**src/rtl/tt_sweep_pkg.sv**
```systemverilog
// tt_sweep_pkg: shared types and constants for the truth-table sweep controller.
// The optional first-failure capture is enabled by defining TT_SWEEP_FIRST_FAIL_EN.
package tt_sweep_pkg;

  localparam int NUM_VEC = 16;
  localparam int VEC_W   = 4;
  localparam int CNT_W   = 5;

  typedef enum logic [1:0] {
    IDLE   = 2'd0,
    SETTLE = 2'd1,
    SAMPLE = 2'd2,
    DONE   = 2'd3
  } state_e;

  // Counter reload value: the settle state lasts cnt+1 cycles.
  function automatic logic [CNT_W-1:0] settle_load(input int cyc);
    return CNT_W'(cyc - 1);
  endfunction

endpackage

```
**src/rtl/tt_sweep_ctrl_if.sv**
```systemverilog
// tt_sweep_ctrl_if: control/result bundle between a host and the sweep controller.
// The first-failure signals exist only when TT_SWEEP_FIRST_FAIL_EN is defined.
interface tt_sweep_ctrl_if;
  import tt_sweep_pkg::*;

  logic               i_start;
  logic               i_abort;
  logic [NUM_VEC-1:0] i_exp_tt;
  logic               i_s;
  logic [VEC_W-1:0]   o_vec;
  logic               o_busy;
  logic               o_done;
  logic [NUM_VEC-1:0] o_tt;
  logic [4:0]         o_mismatch_cnt;
  logic               o_pass;
`ifdef TT_SWEEP_FIRST_FAIL_EN
  logic               o_first_fail_vld;
  logic [VEC_W-1:0]   o_first_fail_idx;

  modport slave  (input  i_start, i_abort, i_exp_tt, i_s,
                  output o_vec, o_busy, o_done, o_tt, o_mismatch_cnt, o_pass,
                         o_first_fail_vld, o_first_fail_idx);
  modport master (output i_start, i_abort, i_exp_tt, i_s,
                  input  o_vec, o_busy, o_done, o_tt, o_mismatch_cnt, o_pass,
                         o_first_fail_vld, o_first_fail_idx);
`else
  modport slave  (input  i_start, i_abort, i_exp_tt, i_s,
                  output o_vec, o_busy, o_done, o_tt, o_mismatch_cnt, o_pass);
  modport master (output i_start, i_abort, i_exp_tt, i_s,
                  input  o_vec, o_busy, o_done, o_tt, o_mismatch_cnt, o_pass);
`endif

endinterface

```
**src/rtl/tt_sweep_ctrl_settle_cnt.sv**
```systemverilog
// tt_settle_cnt: loadable down-counter timing how long each vector is held.
// o_zero flags that the current settle interval has elapsed.
module tt_settle_cnt
  import tt_sweep_pkg::*;
#(
  parameter int SETTLE_CYC = 2
) (
  input  logic clk,
  input  logic rst,
  input  logic i_load,
  input  logic i_dec,
  output logic o_zero
);

  localparam logic [CNT_W-1:0] LP_LOAD = settle_load(SETTLE_CYC);

  logic [CNT_W-1:0] r_cnt;

  // Load on a new vector, otherwise count down towards zero and stop there.
  always_ff @(posedge clk or posedge rst) begin
    if (rst) begin
      r_cnt <= {CNT_W{1'b0}};
    end else if (i_load) begin
      r_cnt <= LP_LOAD;
    end else if (i_dec && (r_cnt != {CNT_W{1'b0}})) begin
      r_cnt <= r_cnt - {{(CNT_W-1){1'b0}}, 1'b1};
    end else begin
      r_cnt <= r_cnt;
    end
  end

  assign o_zero = (r_cnt == {CNT_W{1'b0}});

endmodule

```
**src/rtl/tt_sweep_ctrl.sv**
```systemverilog
// tt_sweep_ctrl: walks all 16 input vectors of a 4-input gate block, samples its
// output after a settle interval and compares the captured truth table against
// an expected table latched at start.
// Define TT_SWEEP_FIRST_FAIL_EN to add first-mismatch index capture.
module tt_sweep_ctrl
  import tt_sweep_pkg::*;
#(
  parameter int SETTLE_CYC = 2
) (
  input logic         clk,
  input logic         rst,
  tt_sweep_ctrl_if.slave bus
);

  localparam logic [VEC_W-1:0] LP_LAST_VEC = VEC_W'(NUM_VEC - 1);

  state_e             r_state;
  state_e             w_next;
  logic               w_accept;
  logic               w_load;
  logic               w_dec;
  logic               w_sample;
  logic               w_abort;
  logic               w_zero;
  logic               w_mis;

  logic [VEC_W-1:0]   r_vec;
  logic               r_busy;
  logic               r_done;
  logic [NUM_VEC-1:0] r_tt;
  logic [NUM_VEC-1:0] r_exp_q;
  logic [4:0]         r_mismatch_cnt;
  logic               r_pass;
`ifdef TT_SWEEP_FIRST_FAIL_EN
  logic               r_ff_vld;
  logic [VEC_W-1:0]   r_ff_idx;
`endif

  tt_settle_cnt #(.SETTLE_CYC(SETTLE_CYC)) u_settle_cnt (
    .clk    (clk),
    .rst    (rst),
    .i_load (w_load),
    .i_dec  (w_dec),
    .o_zero (w_zero)
  );

  assign w_mis = (bus.i_s != r_exp_q[r_vec]);

  // State register.
  always_ff @(posedge clk or posedge rst) begin
    if (rst) begin
      r_state <= IDLE;
    end else begin
      r_state <= w_next;
    end
  end

  // Next-state decode and per-cycle control strobes; abort beats start and sample.
  always_comb begin
    w_next   = r_state;
    w_accept = 1'b0;
    w_load   = 1'b0;
    w_dec    = 1'b0;
    w_sample = 1'b0;
    w_abort  = 1'b0;
    case (r_state)
      IDLE: begin
        if (bus.i_start && !bus.i_abort) begin
          w_next   = SETTLE;
          w_accept = 1'b1;
          w_load   = 1'b1;
        end else begin
          w_next = IDLE;
        end
      end
      SETTLE: begin
        if (bus.i_abort) begin
          w_next  = IDLE;
          w_abort = 1'b1;
        end else if (w_zero) begin
          w_next = SAMPLE;
        end else begin
          w_dec = 1'b1;
        end
      end
      SAMPLE: begin
        if (bus.i_abort) begin
          w_next  = IDLE;
          w_abort = 1'b1;
        end else if (r_vec == LP_LAST_VEC) begin
          w_sample = 1'b1;
          w_next   = DONE;
        end else begin
          w_sample = 1'b1;
          w_load   = 1'b1;
          w_next   = SETTLE;
        end
      end
      DONE: begin
        w_next = IDLE;
      end
      default: begin
        w_next = IDLE;
      end
    endcase
  end

  // Vector stepping, truth-table capture, mismatch counting and result flags.
  always_ff @(posedge clk or posedge rst) begin
    if (rst) begin
      r_vec          <= {VEC_W{1'b0}};
      r_busy         <= 1'b0;
      r_done         <= 1'b0;
      r_tt           <= {NUM_VEC{1'b0}};
      r_exp_q        <= {NUM_VEC{1'b0}};
      r_mismatch_cnt <= 5'd0;
      r_pass         <= 1'b0;
`ifdef TT_SWEEP_FIRST_FAIL_EN
      r_ff_vld       <= 1'b0;
      r_ff_idx       <= {VEC_W{1'b0}};
`endif
    end else begin
      r_busy <= (w_next == SETTLE) || (w_next == SAMPLE);
      r_done <= (r_state == DONE);
      if (w_accept) begin
        r_vec          <= {VEC_W{1'b0}};
        r_tt           <= {NUM_VEC{1'b0}};
        r_exp_q        <= bus.i_exp_tt;
        r_mismatch_cnt <= 5'd0;
        r_pass         <= 1'b0;
`ifdef TT_SWEEP_FIRST_FAIL_EN
        r_ff_vld       <= 1'b0;
        r_ff_idx       <= {VEC_W{1'b0}};
`endif
      end else if (w_sample) begin
        r_tt[r_vec] <= bus.i_s;
        if (w_mis) begin
          r_mismatch_cnt <= r_mismatch_cnt + 5'd1;
        end else begin
          r_mismatch_cnt <= r_mismatch_cnt;
        end
`ifdef TT_SWEEP_FIRST_FAIL_EN
        if (w_mis && !r_ff_vld) begin
          r_ff_vld <= 1'b1;
          r_ff_idx <= r_vec;
        end else begin
          r_ff_vld <= r_ff_vld;
        end
`endif
        // The last vector stays on vec until the DONE state returns it to 0.
        if (r_vec != LP_LAST_VEC) begin
          r_vec <= r_vec + {{(VEC_W-1){1'b0}}, 1'b1};
        end else begin
          r_vec <= r_vec;
        end
      end else if (w_abort) begin
        r_vec  <= {VEC_W{1'b0}};
        r_pass <= 1'b0;
      end else if (r_state == DONE) begin
        r_vec  <= {VEC_W{1'b0}};
        r_pass <= (r_mismatch_cnt == 5'd0);
      end else begin
        r_vec <= r_vec;
      end
    end
  end

  assign bus.o_vec          = r_vec;
  assign bus.o_busy         = r_busy;
  assign bus.o_done         = r_done;
  assign bus.o_tt           = r_tt;
  assign bus.o_mismatch_cnt = r_mismatch_cnt;
  assign bus.o_pass         = r_pass;
`ifdef TT_SWEEP_FIRST_FAIL_EN
  assign bus.o_first_fail_vld = r_ff_vld;
  assign bus.o_first_fail_idx = r_ff_idx;
`endif

endmodule

```
**src/flat_wrapper.sv**
```systemverilog
// flat-port wrapper written by rule: the top's interface ports become plain ports
module tt_sweep_ctrl_flat import tt_sweep_pkg::*;
#(
  parameter int SETTLE_CYC = 2
)
  (clk, rst, bus_i_start, bus_i_abort, bus_i_exp_tt, bus_i_s, bus_o_vec, bus_o_busy, bus_o_done, bus_o_tt, bus_o_mismatch_cnt, bus_o_pass);
  tt_sweep_ctrl_if bus_i ();
  input logic clk;
  input logic rst;
  input wire logic [$bits(bus_i.i_start)-1:0] bus_i_start;
  input wire logic [$bits(bus_i.i_abort)-1:0] bus_i_abort;
  input wire logic [$bits(bus_i.i_exp_tt)-1:0] bus_i_exp_tt;
  input wire logic [$bits(bus_i.i_s)-1:0] bus_i_s;
  output wire logic [$bits(bus_i.o_vec)-1:0] bus_o_vec;
  output wire logic [$bits(bus_i.o_busy)-1:0] bus_o_busy;
  output wire logic [$bits(bus_i.o_done)-1:0] bus_o_done;
  output wire logic [$bits(bus_i.o_tt)-1:0] bus_o_tt;
  output wire logic [$bits(bus_i.o_mismatch_cnt)-1:0] bus_o_mismatch_cnt;
  output wire logic [$bits(bus_i.o_pass)-1:0] bus_o_pass;
  assign bus_i.i_start = bus_i_start;
  assign bus_i.i_abort = bus_i_abort;
  assign bus_i.i_exp_tt = bus_i_exp_tt;
  assign bus_i.i_s = bus_i_s;
  assign bus_o_vec = bus_i.o_vec;
  assign bus_o_busy = bus_i.o_busy;
  assign bus_o_done = bus_i.o_done;
  assign bus_o_tt = bus_i.o_tt;
  assign bus_o_mismatch_cnt = bus_i.o_mismatch_cnt;
  assign bus_o_pass = bus_i.o_pass;
  tt_sweep_ctrl #(.SETTLE_CYC(SETTLE_CYC)) u_core (.clk(clk), .rst(rst), .bus(bus_i));
endmodule
```
**config.mk**
```make
export PLATFORM = sky130hd
export DESIGN_NAME = tt_sweep_ctrl_flat
export DESIGN_NICKNAME = d
export VERILOG_FILES = /design/src/rtl/tt_sweep_pkg.sv /design/src/rtl/tt_sweep_ctrl_if.sv /design/src/rtl/tt_sweep_ctrl_settle_cnt.sv /design/src/rtl/tt_sweep_ctrl.sv /design/src/flat_wrapper.sv
export SDC_FILE = /design/constraint.sdc
export NUM_CORES = 1
export LEC_CHECK = 0
export ABC_AREA = 1
export CORE_UTILIZATION = 47
export CTS_CLUSTER_SIZE = 40
export DETAILED_ROUTE_END_ITERATION = 7
export GPL_TIMING_DRIVEN = 0
export PLACE_DENSITY = 0.76
export SLEW_MARGIN = 20
export SYNTH_ARGS = -nofsm -noshare
export SYNTH_HDL_FRONTEND = slang
export SYNTH_SLANG_ARGS = --single-unit
export TNS_END_PERCENT = 5
```
**constraint.sdc**
```tcl
create_clock -name clk -period 1.65 [get_ports clk]
set_input_delay 0.33 -clock clk [delete_from_list [all_inputs] [get_ports clk]]
set_output_delay 0.33 -clock clk [all_outputs]
set_load 0.02 [all_outputs]
```
==> metrics.txt <==
status=finished with violations; failing checks=setup timing; Netlist cell types=28; Worst-path clk slew=100 ps; nets@finish=419; Least-Margin Pin Slew=a little under 700 ps; CTS H-tree lvls=2; Synth async-reset ratio=1.00; Most used DFF post-synth=dfrtp_1; Hold Vio Cnt, Final=0; vias in the first global route=approximately 2.2k; Final WS setup=-4.89 ps; top layer in use=met4; Root Buffer=clkbuf_8; full die area=roughly 5800 sq um; Pwr per Cell Area=1100 nW/um^2; Yosys reg bits=51; WL met2=about 3100 um; CP endpoint kind=flip-flop; grt ovf=0; FMAX=between 600 and 700 MHz; die span in x=76.3 um; period utilisation layout=1.00; Area Overhead vs Synth=39.0%; syn avg cell area=a little over 8 sq um; Initial DRC Count=~120; fin. max-slew vios=0; Antenna Nets Post-Route=0; clock skew=16.4 ps; DR pass1 iterations=5; RSZ-0062 raised after global routing=true; highest-count cells in the layout ignoring fill and taps=nand2_1 (52), dfrtp_1 (49), inv_1 (38); Post-synth EDFFs=0; diodes inserted=0; startpoint class of the critical path=flip-flop; WL/cell=about 14 um; CTS buffer count=5; routed length on met3=just under 300 um; drt total wl=approximately 6400 um; Clock Latency Late Sink=about 320 ps; Place WS=-393 ps; dpl cell area=around 3200 sq um; final setup vio count=2; kind of critical path=reg -> reg; Seq/Total Area, Yosys=0.493; Vias=around 2.3k; fin util=0.692; global-route usage over all layers=0.218; Syn Inst Count=321; hold buffer count at cts=0; first-pass GRT wire length=10100 um; # Max-Cap Violations=0; clock buffer depth=2; Std-Cell Core Area=around 5200 sq um; Finished Cell Area=roughly 3600 sq um; Synth Net Count=roughly 350; required time worst endpoint=between 1500 and 2000 ps; worst vdd ir=just under 0.8 mV; Synth Warn #=0; P_leak=1.88 nW; clock sinks=51; share of cells above drive strength 1=0.209; Cell Area, Synth=2590 sq um; Hold WC Path Type=in -> async; io pins=a little under 50; Final min period=~1700 ps; Hold Slack=around 430 ps; WP data arrival=between 1500 and 2000 ps; RD Place Congestion=between 0.8 and 0.9; worst-path fanout max=7; largest net degree at the start of global routing=32; vias per cell=between 5 and 6; TritonCTS clock tree=done; DPL Wire Length=around 4200 um; Initial Util=0.498; row count=26; DRC=0; commonest non-fill, non-tap cell in the layout=nand2_1; M1 WL=2910 um; worst rel slew slack=0.546; I/O Buffers=48; Die H=about 76 um; initial antenna violation count=0
[what timing repair did]
item,in CTS,in global routing
setup buffers,0,8
pin swaps,1,14
cloned,0,1
endpoints found under the setup margin,41,49
resized for setup,14,63
[report_power, final]
| part | switching [mW] | total [mW] | internal (mW) |
|---|---|---|---|
| Sequential | 0.0971 | 1.61 | 1.52 |
| Clock | 0.423 | 1.03 | 0.606 |
| Combinational | 0.811 | 1.32 | 0.508 |
[kinds of logic after synthesis]
family,count (synthesis),synth area share
xor gates and xnor gates,4,0.0135
and+or+nand+nor,132,0.212
AOI/OAI and AO/OA,65,0.131
DFF,51,0.493
adders and majority gates,12,0.0579
buffers and inverters,57,0.0922
[per-stage QoR]
step	power [mW]	setup TNS [ps]	cells
2_1_floorplan	2.39	0	321
3_3_place_gp	2.66	-54530	439
3_5_place_dp	2.73	-11440	440
4_1_cts	3.75	-45.9	448
5_1_grt	4.23	-965	457
6_report	3.96	-9.25	457
[final cells by class]
cell class                      instances  area, sq um
Buffer                                  8         60.1
Clock buffer                            6         72.6
Clock inverter                          2         60.1
Fill cell                             410         1600
Inverter                               49          198
Multi-Input combinational cell        213         1250
Sequential cell                        51         1280
Tap cell                               70         87.6
Timing Repair Buffer                   58          594
[metal layers]
layer / track usage / vias to the layer above
met5: 0 / -
met4: 0.0635 / 0
met3: 0.0455 / 8
met2: 0.355 / 53
met1: 0.293 / 1100
li1: - / 1163
[flip-flops by register name (all words and copies together) (netlist names)]
name and count:
u_core.r_exp_q 16, u_core.bus.o_pass 1, u_core.u_settle_cnt.r_cnt 5, u_core.bus.o_vec 4, u_core.bus.o_busy 1, u_core.r_state 2, u_core.bus.o_tt 16, u_core.bus.o_mismatch_cnt 5
u_core.bus.o_done 1
[cell usage after synthesis, types with 2 or more instances]
library cell | n | area (sq um)
a21oi_1 | 20 | 100
dfrtp_1 | 51 | 1280
buf_2 | 3 | 15.0
nand2_2 | 3 | 18.8
xor2_1 | 3 | 26.3
nor2_1 | 23 | 86.3
o21ai_1 | 2 | 10.0
o21ai_0 | 38 | 190
inv_2 | 4 | 15.0
nand3_1 | 26 | 130
nand2_1 | 75 | 282
inv_1 | 43 | 161
nor4_1 | 2 | 12.5
ha_1 | 12 | 150
clkbuf_1 | 3 | 11.3
[final timing paths]
check / start / to / slack, ps / cells after the start
setup / recovery: u_core.bus.o_vec[0]$_DFFE_PP0P_ / u_core.bus.o_mismatch_cnt[0]$_DFFE_PP0P_ / -5 / 14
hold / removal: rst / u_core.r_exp_q[5]$_DFFE_PP0P_ / 430 / 2
setup reg to reg: u_core.bus.o_vec[0]$_DFFE_PP0P_ / u_core.bus.o_mismatch_cnt[0]$_DFFE_PP0P_ / -5 / 14
hold reg to reg: u_core.bus.o_pass$_DFFE_PP0P_ / u_core.bus.o_pass$_DFFE_PP0P_ / 510 / 2
max in group asynchronous: rst / u_core.bus.o_vec[1]$_DFFE_PP0P_ / 660 / 3
min in group clk: u_core.bus.o_pass$_DFFE_PP0P_ / u_core.bus.o_pass$_DFFE_PP0P_ / 510 / 2
[worst max-delay path, stage by stage, from the launching register on]
cell and delay [ps]:
dfrtp_2 450, buf_6 150, inv_8 70, buf_12 130, nand2_4 40, nand3_2 60, nand2_2 70, nand2_2 90
nand2_4 70, inv_2 50, nand2_2 60, nand2_2 70, nand3_4 100, nand3_1 80, nand2_1 50
No activity file was read; power rests on OpenSTA's default activity.
==> RTL change: new RTL, same flow settings <==
Set the package constant `VEC_W` to 5 (it was 4).
--- a/src/rtl/tt_sweep_pkg.sv
+++ b/src/rtl/tt_sweep_pkg.sv
@@ -3,7 +3,7 @@
 package tt_sweep_pkg;
 
   localparam int NUM_VEC = 16;
-  localparam int VEC_W   = 4;
+  localparam int VEC_W   = 5;
   localparam int CNT_W   = 5;
 
   typedef enum logic [1:0] {
Interface: changed (resized bus_o_vec); port bits go from 49 to 50. The function was not compared with the original's and may differ.
==> RTL change against the original RTL <==
The flow still finishes with violations (negative setup slack). Wire length is 4.1% lower. Via count is 4.0% higher. Setup slack worse by 0.0062 ns. Clock power is 17% lower. Worst hold slack worse by 0.0038 ns. Sequential cell count is 1 higher. Power is 6.8% lower. Final area is 0.94% lower. Core utilization is 4.8 points lower. Synthesized area is 4.5% higher. Critical endpoint is now u_core.bus.o_mismatch_cnt[2]$_DFFE_PP0P_. Largest cell class unchanged.
==> RTL change: results (changes against the original RTL) <==
share of layout cells above drive strength 1 15.2% (-5.7 points); worst slew pin tran 0.566 ns (-0.115 ns); sequential share of the synthesized area 48.1% (-1.2 points); largest net degree at the start of global routing 29 (-9.4%); failing checks negative setup slack; DRT met1 WL 2.80 mm (-4.1%); Multi-In Gates 228 (+7.0%); Post-Synth XOR/XNOR Area 0.970% (-0.38 points); grt met1 use 28.8% (-0.54 points); Placer Congestion 0.834 (-1.3%); Clock buf/inv share 3.02% (-0.67 points); gr usage total 22.2% (+0.41 points); Leak 1.87 nW (-0.60%); Clock Sink Count 52 (+2.0%); Final WS setup -0.0111 ns (-0.00617 ns); hpwl dp 4.38 mm (+3.1%); skew final 0.00691 ns (-0.00947 ns); Synth Instances 336 (+4.7%); fillers 510 (+24%); Worst-Skew Late Latency 0.30 ns (-0.02 ns); post-place instance area 3310 um2 (+4.0%); met3 global-route usage 3.76% (-0.79 points); inverters 48 (-2.0%); Combinational Power Share 32.4% (-0.9 points); Synth area leaders dfrtp_1 48%, nand2_1 11%, o21ai_0 7.2%; Syn Nets 371 (+4.8%); drt pass-1 iters 4 (-1); routed wl met2 3.02 mm (-3.3%); Peak supply drop 0.539 mV (-30%); CP arrival 1.86 ns (about the same); Place WS -0.317 ns (+0.0760 ns); final core utilization 64.4% (-4.8 points); Post-Synth Adder-Cell Area 6.47% (+0.68 points); Commonest cells post-synth 81 x nand2_1, 52 x dfrtp_1, 41 x inv_1; CP Max Fanout 11 (+4); post-route insts no fill 473 (+3.5%); Non-Clock Buffer Count 65 (-1.5%); first-pass GRT wire length 10.8 mm (+6.3%); Cells after DPL 458 (+4.1%); area of the multi-input gates 1240 um2 (-1.0%); Final nets 435 (+3.8%); wire length on met3 256 um (-13%); I/O Buffers 49 (+2.1%); met2 Track Usage GR 38.1% (+2.6 points); register area 1310 um2 (+2.1%); Via Count 2418 (+4.0%); # setup viols final 5 (+3); worst stage delay on the critical path 0.43 ns (-0.02 ns); status finished, violations left; CP max stage cell dfrtp_1; P_sw 1.24 mW (-6.6%); Fin Setup TNS -0.0268 ns (-0.0176 ns); Non-clock buffer share 17.6% (-0.60 points)
RTL change: changes by cell type after synthesis, sizes merged, moves of 2 or more:
cell / unedited run / this run
nand2: 78 / 86
nor3: 1 / 5
ha: 12 / 14
nand3: 27 / 30
RTL change: path summary, 6_finish.rpt:
kind,depth (start not counted),end
max reg2reg,14,u_core.bus.o_mismatch_cnt[2]$_DFFE_PP0P_
min reg2reg,2,u_core.bus.o_tt[15]$_DFFE_PP0P_
max in group asynchronous,3,u_core.bus.o_tt[12]$_DFFE_PP0P_
min in group clk,2,u_core.bus.o_tt[15]$_DFFE_PP0P_
min,2,u_core.r_exp_q[15]$_DFFE_PP0P_
max,14,u_core.bus.o_mismatch_cnt[2]$_DFFE_PP0P_
RTL change: repair_timing:
| action | CTS | global route |
|---|---|---|
| resized for setup | 29 | 23 |
| pin swaps | 4 | 3 |
| cloned | 0 | 0 |
| endpoints found under the setup margin | 46 | 45 |
| setup buffers | 4 | 3 |
